--- src/rtl/vga_timing_gen.sv ---
// vga_timing_gen -- VGA raster timing generator with registered output stage.
//
// Optional feature macro: VGA_TESTPAT_EN (adds an 8-bar colour test pattern
// selected by test_mode; when undefined, test_mode is ignored).
//
// Ports:
//   clk          system clock (only clock)
//   rst_n        asynchronous active-low reset
//   rgb_in       12-bit {r,g,b} colour for the current x_loc/y_loc
//   test_mode    selects the colour-bar source (VGA_TESTPAT_EN builds only)
//   pix_en       one-clk pulse per pixel tick (constant high when CLK_DIV=1)
//   x_loc/y_loc  current pixel address (counters truncated to 10 bits)
//   line_start   high for the tick at which h_cnt=0
//   frame_start  high for the tick at which h_cnt=0 and v_cnt=0
//   h_sync/v_sync/video_on, red/green/blue
//                timing and colour, registered one tick after x_loc/y_loc
module vga_timing_gen #(
   parameter int H_ACTIVE = 640,
   parameter int H_FP     = 16,
   parameter int H_SYNC   = 96,
   parameter int H_BP     = 48,
   parameter int V_ACTIVE = 480,
   parameter int V_FP     = 10,
   parameter int V_SYNC   = 2,
   parameter int V_BP     = 33,
   parameter int CLK_DIV  = 4,
   parameter int HS_POL   = 0,
   parameter int VS_POL   = 0
) (
   input  logic        clk,
   input  logic        rst_n,
   input  logic [11:0] rgb_in,
   input  logic        test_mode,
   output logic        pix_en,
   output logic [9:0]  x_loc,
   output logic [9:0]  y_loc,
   output logic        line_start,
   output logic        frame_start,
   output logic        h_sync,
   output logic        v_sync,
   output logic        video_on,
   output logic [3:0]  red,
   output logic [3:0]  green,
   output logic [3:0]  blue
);

   localparam int H_TOTAL = H_ACTIVE + H_FP + H_SYNC + H_BP;
   localparam int V_TOTAL = V_ACTIVE + V_FP + V_SYNC + V_BP;
   localparam logic HS_ON = 1'(HS_POL);
   localparam logic VS_ON = 1'(VS_POL);

   // ST_PRIME: first tick after reset shows pixel (0,0) with frame_start
   // without advancing the counters or loading the output stage.
   typedef enum logic {ST_PRIME, ST_RUN} state_t;
   state_t state;

   logic [3:0]  div_cnt;
   logic        tick;
   logic [15:0] h_cnt, v_cnt, h_nxt, v_nxt;
   logic        raw_active, raw_hs, raw_vs;
   logic [11:0] src;

   assign tick  = (div_cnt == 4'(CLK_DIV - 1));
   assign x_loc = h_cnt[9:0];
   assign y_loc = v_cnt[9:0];

   always_comb begin
      h_nxt = h_cnt + 16'd1;
      v_nxt = v_cnt;
      if (h_cnt == 16'(H_TOTAL - 1)) begin
         h_nxt = '0;
         v_nxt = (v_cnt == 16'(V_TOTAL - 1)) ? '0 : v_cnt + 16'd1;
      end
   end

   assign raw_active = (h_cnt < 16'(H_ACTIVE)) && (v_cnt < 16'(V_ACTIVE));
   assign raw_hs     = (h_cnt >= 16'(H_ACTIVE + H_FP)) &&
                       (h_cnt <  16'(H_ACTIVE + H_FP + H_SYNC));
   assign raw_vs     = (v_cnt >= 16'(V_ACTIVE + V_FP)) &&
                       (v_cnt <  16'(V_ACTIVE + V_FP + V_SYNC));

`ifdef VGA_TESTPAT_EN
   localparam int BAR_W = (H_ACTIVE >= 8) ? H_ACTIVE / 8 : 1;
   logic [2:0]  bar;
   logic [11:0] bar_rgb;

   // Bar colours white..black map to r=~bar[1], g=~bar[2], b=~bar[0].
   always_comb begin
      if (h_cnt >= 16'(7 * BAR_W))
         bar = 3'd7;
      else
         bar = 3'(h_cnt / 16'(BAR_W));
      bar_rgb = {{4{~bar[1]}}, {4{~bar[2]}}, {4{~bar[0]}}};
      src     = test_mode ? bar_rgb : rgb_in;
   end
`else
   logic unused_test_mode;
   assign unused_test_mode = test_mode;
   assign src = rgb_in;
`endif

   always_ff @(posedge clk or negedge rst_n) begin
      if (!rst_n) begin
         state       <= ST_PRIME;
         div_cnt     <= '0;
         pix_en      <= 1'b0;
         h_cnt       <= '0;
         v_cnt       <= '0;
         line_start  <= 1'b0;
         frame_start <= 1'b0;
         video_on    <= 1'b0;
         h_sync      <= ~HS_ON;
         v_sync      <= ~VS_ON;
         red         <= '0;
         green       <= '0;
         blue        <= '0;
      end else begin
         pix_en  <= tick;
         div_cnt <= tick ? '0 : div_cnt + 4'd1;
         if (tick) begin
            case (state)
               ST_PRIME: begin
                  state       <= ST_RUN;
                  line_start  <= 1'b1;
                  frame_start <= 1'b1;
               end
               ST_RUN: begin
                  h_cnt       <= h_nxt;
                  v_cnt       <= v_nxt;
                  line_start  <= (h_nxt == '0);
                  frame_start <= (h_nxt == '0) && (v_nxt == '0);
                  // Output stage samples the pixel that was addressed
                  // during the tick just ending.
                  video_on    <= raw_active;
                  h_sync      <= raw_hs ? HS_ON : ~HS_ON;
                  v_sync      <= raw_vs ? VS_ON : ~VS_ON;
                  red         <= raw_active ? src[11:8] : '0;
                  green       <= raw_active ? src[7:4]  : '0;
                  blue        <= raw_active ? src[3:0]  : '0;
               end
               default: state <= ST_PRIME;
            endcase
         end
      end
   end

endmodule
--- config.mk ---
export PLATFORM = sky130hd
export DESIGN_NAME = vga_timing_gen
export DESIGN_NICKNAME = d
export VERILOG_FILES = /design/src/rtl/vga_timing_gen.sv
export SDC_FILE = /design/constraint.sdc
export NUM_CORES = 1
export LEC_CHECK = 0
export CAP_MARGIN = 30
export CORE_MARGIN = 3
export CORE_UTILIZATION = 45
export DETAILED_ROUTE_END_ITERATION = 10
export DONT_BUFFER_PORTS = 1
export SETUP_SLACK_MARGIN = 0.3
export SYNTH_ARGS = -nofsm -noshare
export SYNTH_HDL_FRONTEND = slang
export SYNTH_SLANG_ARGS = --single-unit
export TNS_END_PERCENT = 50
--- constraint.sdc ---
create_clock -name clk -period 2.5 [get_ports clk]
set_input_delay 0.5 -clock clk [delete_from_list [all_inputs] [get_ports clk]]
set_output_delay 0.5 -clock clk [all_outputs]
set_load 0.005 [all_outputs]
==> results of run 1 <==
## what timing repair did
item | CTS | global route
endpoints found under the setup margin | 4 | 19
buffers inserted | 4 | 2
hold buffers | 2 | 1
resized for setup | 9 | 13
pin swaps | 6 | 7
hold endpoints to repair | 53 | 1
## sequential cells by signal, summed over array words and instances (netlist names), 4 cells and up
signal,count
v_cnt,16
blue,4
h_cnt,16
green,4
red,4
div_cnt,4
## power breakdown
part / total [W] / leakage [nW] / switching (W) / internal, W
Sequential: 0.000907 / 0.695 / 0.00000804 / 0.000899
Combinational: 0.0000337 / 0.824 / 0.0000197 / 0.0000141
Clock: 0.000541 / 0.0491 / 0.000333 / 0.000207
## final timing paths
check | from | to | slack [ns] | cells past startpoint
worst max-delay path | h_cnt[13]$_DFFE_PN0P_ | frame_start$_DFFE_PN0P_ | 0.18 | 7
max in group asynchronous | rst_n | v_sync$_DFFE_PN1P_ | 1.82 | 1
min in group clk | rgb_in[11] | red[3]$_DFFE_PN0P_ | 0.30 | 1
worst max register to register | h_cnt[13]$_DFFE_PN0P_ | frame_start$_DFFE_PN0P_ | 0.18 | 7
worst min register to register | div_cnt[0]$_DFF_PN0_ | div_cnt[0]$_DFF_PN0_ | 0.50 | 1
worst min-delay path | rst_n | h_cnt[2]$_DFFE_PN0P_ | 0.02 | 1
## routing by layer
layer / vias up / wire length, um
li1: 1384 / -
met1: 1431 / 3930
met2: 110 / 3930
met3: 14 / 671
met4: 0 / 197
met5: - / 0
## layout make-up
cell class | count | share of cell area [%]
clock buffer | 5 | 1.77
clock inverter | 3 | 0.675
inverter | 8 | 0.771
multi-input combinational | 277 | 48.3
sequential | 55 | 35.6
tap | 99 | 3.18
timing repair buffer | 45 | 9.74
## Yosys cell counts, drive strengths merged, types with 2 or more instances
library cell / number / share of area, %
and4: 2 / 0.54
inv: 8 / 0.86
xnor2: 14 / 3.7
xor2: 6 / 1.5
nor4b: 2 / 1.4
clkbuf: 15 / 1.6
or2: 4 / 0.72
nand4b: 2 / 0.50
a22o: 12 / 3.0
nand2: 47 / 5.1
o2111ai: 2 / 0.68
o31ai: 7 / 1.5
ha: 5 / 1.8
a31oi: 4 / 0.72
nand3: 25 / 3.6
nor3b: 2 / 0.57
dfstp: 2 / 1.5
or4: 4 / 0.97
nor2: 22 / 2.4
a211oi: 5 / 1.2
a21oi: 9 / 1.3
nand2b: 3 / 0.54
or3: 3 / 0.57
and3: 5 / 0.90
nor4bb: 2 / 0.57
nor3: 15 / 2.3
buf: 35 / 7.0
o21ai: 32 / 4.6
and2: 2 / 0.36
dfrtp: 53 / 38
a21o: 3 / 0.64
nor4: 12 / 3.0
nand4: 14 / 3.1
## metrics by stage
stage          util, %  power, W  instance area [um^2]  worst slack (ns)
4_1_cts           51.3   0.00150                  3800             0.226
5_1_grt           52.5   0.00154                  3890            0.0803
6_report          52.5   0.00148                  3890             0.177
3_3_place_gp      48.6  0.000934                  3600             0.141
3_5_place_dp      48.6  0.000934                  3600            0.0990
2_1_floorplan        -  0.000931                  3500             0.305
## cell families after synthesis
family          count (synthesis)  share of synthesized area, %
compound gates                 79                          14.9
xor+xnor                       20                          5.23
fa+ha+maj                       5                          1.79
buf+inv                        58                          9.53
flops                          55                          39.5
mux                             2                         0.609
simple gates                  171                          28.4
==> flow_metrics.tcl, run 1 <==
set metrics [dict create \
    finalHoldViolations 0 \
    hold_path_class "primary input to asynchronous set/reset pin" \
    fp.dieH_um 94.1 \
    initial_core_util_pct 47.1 \
    final-max-slew-violation-count 0 \
    wl_per_cell_um 17.7 \
    root_buffer "clkbuf_8" \
    cts_tree "built" \
    hold_ws_ns 0.0193 \
    seqCellArea_um2 1390 \
    grt_pass1_vias 2749 \
    fmax_mhz 430 \
    clkLatencyLatePin_ns 0.32 \
    setup_viol 0 \
    relSlewSlack_pct 68.9 \
    htreeDepth 2 \
    final_common_cell "dfrtp_1" \
    multi_input_area_um2 1880 \
    stdcell_count 492 \
    synth_top_flop_cell "dfrtp_1" \
    diodes 0 \
    async_flop_share_pct 100 \
    drv_cap 0 \
    cp.required_ns 2.75 \
    crit_chain "nor4_4 > nand4_1 > nor4_2 > mux2_2 > a211oi_2 > o2111ai_1 > o21ai_1" \
    power_density_nw_per_um2 381 \
    endpoint_kind "flop" \
    grt-busiest-layer "met2" \
    gp_congestion 0.860 \
    worstPathMaxFanout 3 \
    period_share_pct 92.9 \
    wirelength_um 8730 \
    critPathArrivalTime_ns 2.57 \
    num_vias 2939 \
    path_delay_family "simple AND/OR/NAND/NOR gates" \
    ys_seq_elements 55 \
    clk_pin_slew_ns 0.11 \
    grt_use_met3_pct 5.37 \
    syn_nets 410 \
    min_period_ns 2.32 \
    syn2layout_area_growth_pct 11.5 \
    drt_iter0_drc 193 \
    drc 0 \
    most-common-layout-cells "dfrtp_1, nand2_1, buf_4" \
    worst_slew_pin_slew_ns 0.467 \
    cts_buffers 5 \
    ant_nets 0 \
    startpoint_type "flop" \
    grt_util_met2_pct 30.8 \
    syn_area_per_cell_um2 8.95 \
    chipWidth_um 94.1 \
    drive_gt1_share_pct 24.2 \
    critPathBufInv 0 \
    synth-seq-area-share_pct 39.5 \
    fp-row-count 31 \
    ioPinCount 53 \
    nets 412 \
    path_class "flop to flop" \
    outcome "complete, no violations" \
    coreArea_um2 7410 \
    synthCells 390 \
    cts.sinks 55 \
    setup_tns_ns 0 \
    grt_pass1_wl_um 14300 \
    synth_area_um2 3490 \
    rsz0062_at_grt "true" \
    viasPerCell 5.97 \
    dr.pass1.iters 4 \
    fill_cells 682 \
    crit_slowest_cell "dfrtp_1" \
    place_inst 475 \
    power.leakage_nw 1.57 \
    hpwlAfterDp_um 6030 \
    grt_use_met1_pct 28.4 \
    numPortBuffers 0 \
    synth_cell_types 62 \
    die_area_um2 8850 \
    antenna_found_initial 0 \
    synth_edf_count 0 \
    clock_skew_ns 0.0146 \
    critPathMaxStageDelay_ns 0.43 \
    grt_max_degree 54 \
    clockBufferDepth 2 \
    yosys_warnings 0 \
    gr-total-overflow 0 \
    grtUsageTotal_pct 20.6 \
    ir_worst_vdd_uv 202 \
]
No activity file was read; power rests on OpenSTA's default activity.
==> run 2, diff against run 1 <==
Settings changed: SLEW_MARGIN set to 25.
==> results of run 2 <==
The final DEF is identical to that of run 1; final timing and power are the same.
==> run 3, diff against run 2 <==
Settings changed: CAP_MARGIN 30 to not set.
==> results of run 3 <==
The final DEF is identical to that of run 1; final timing and power are the same.
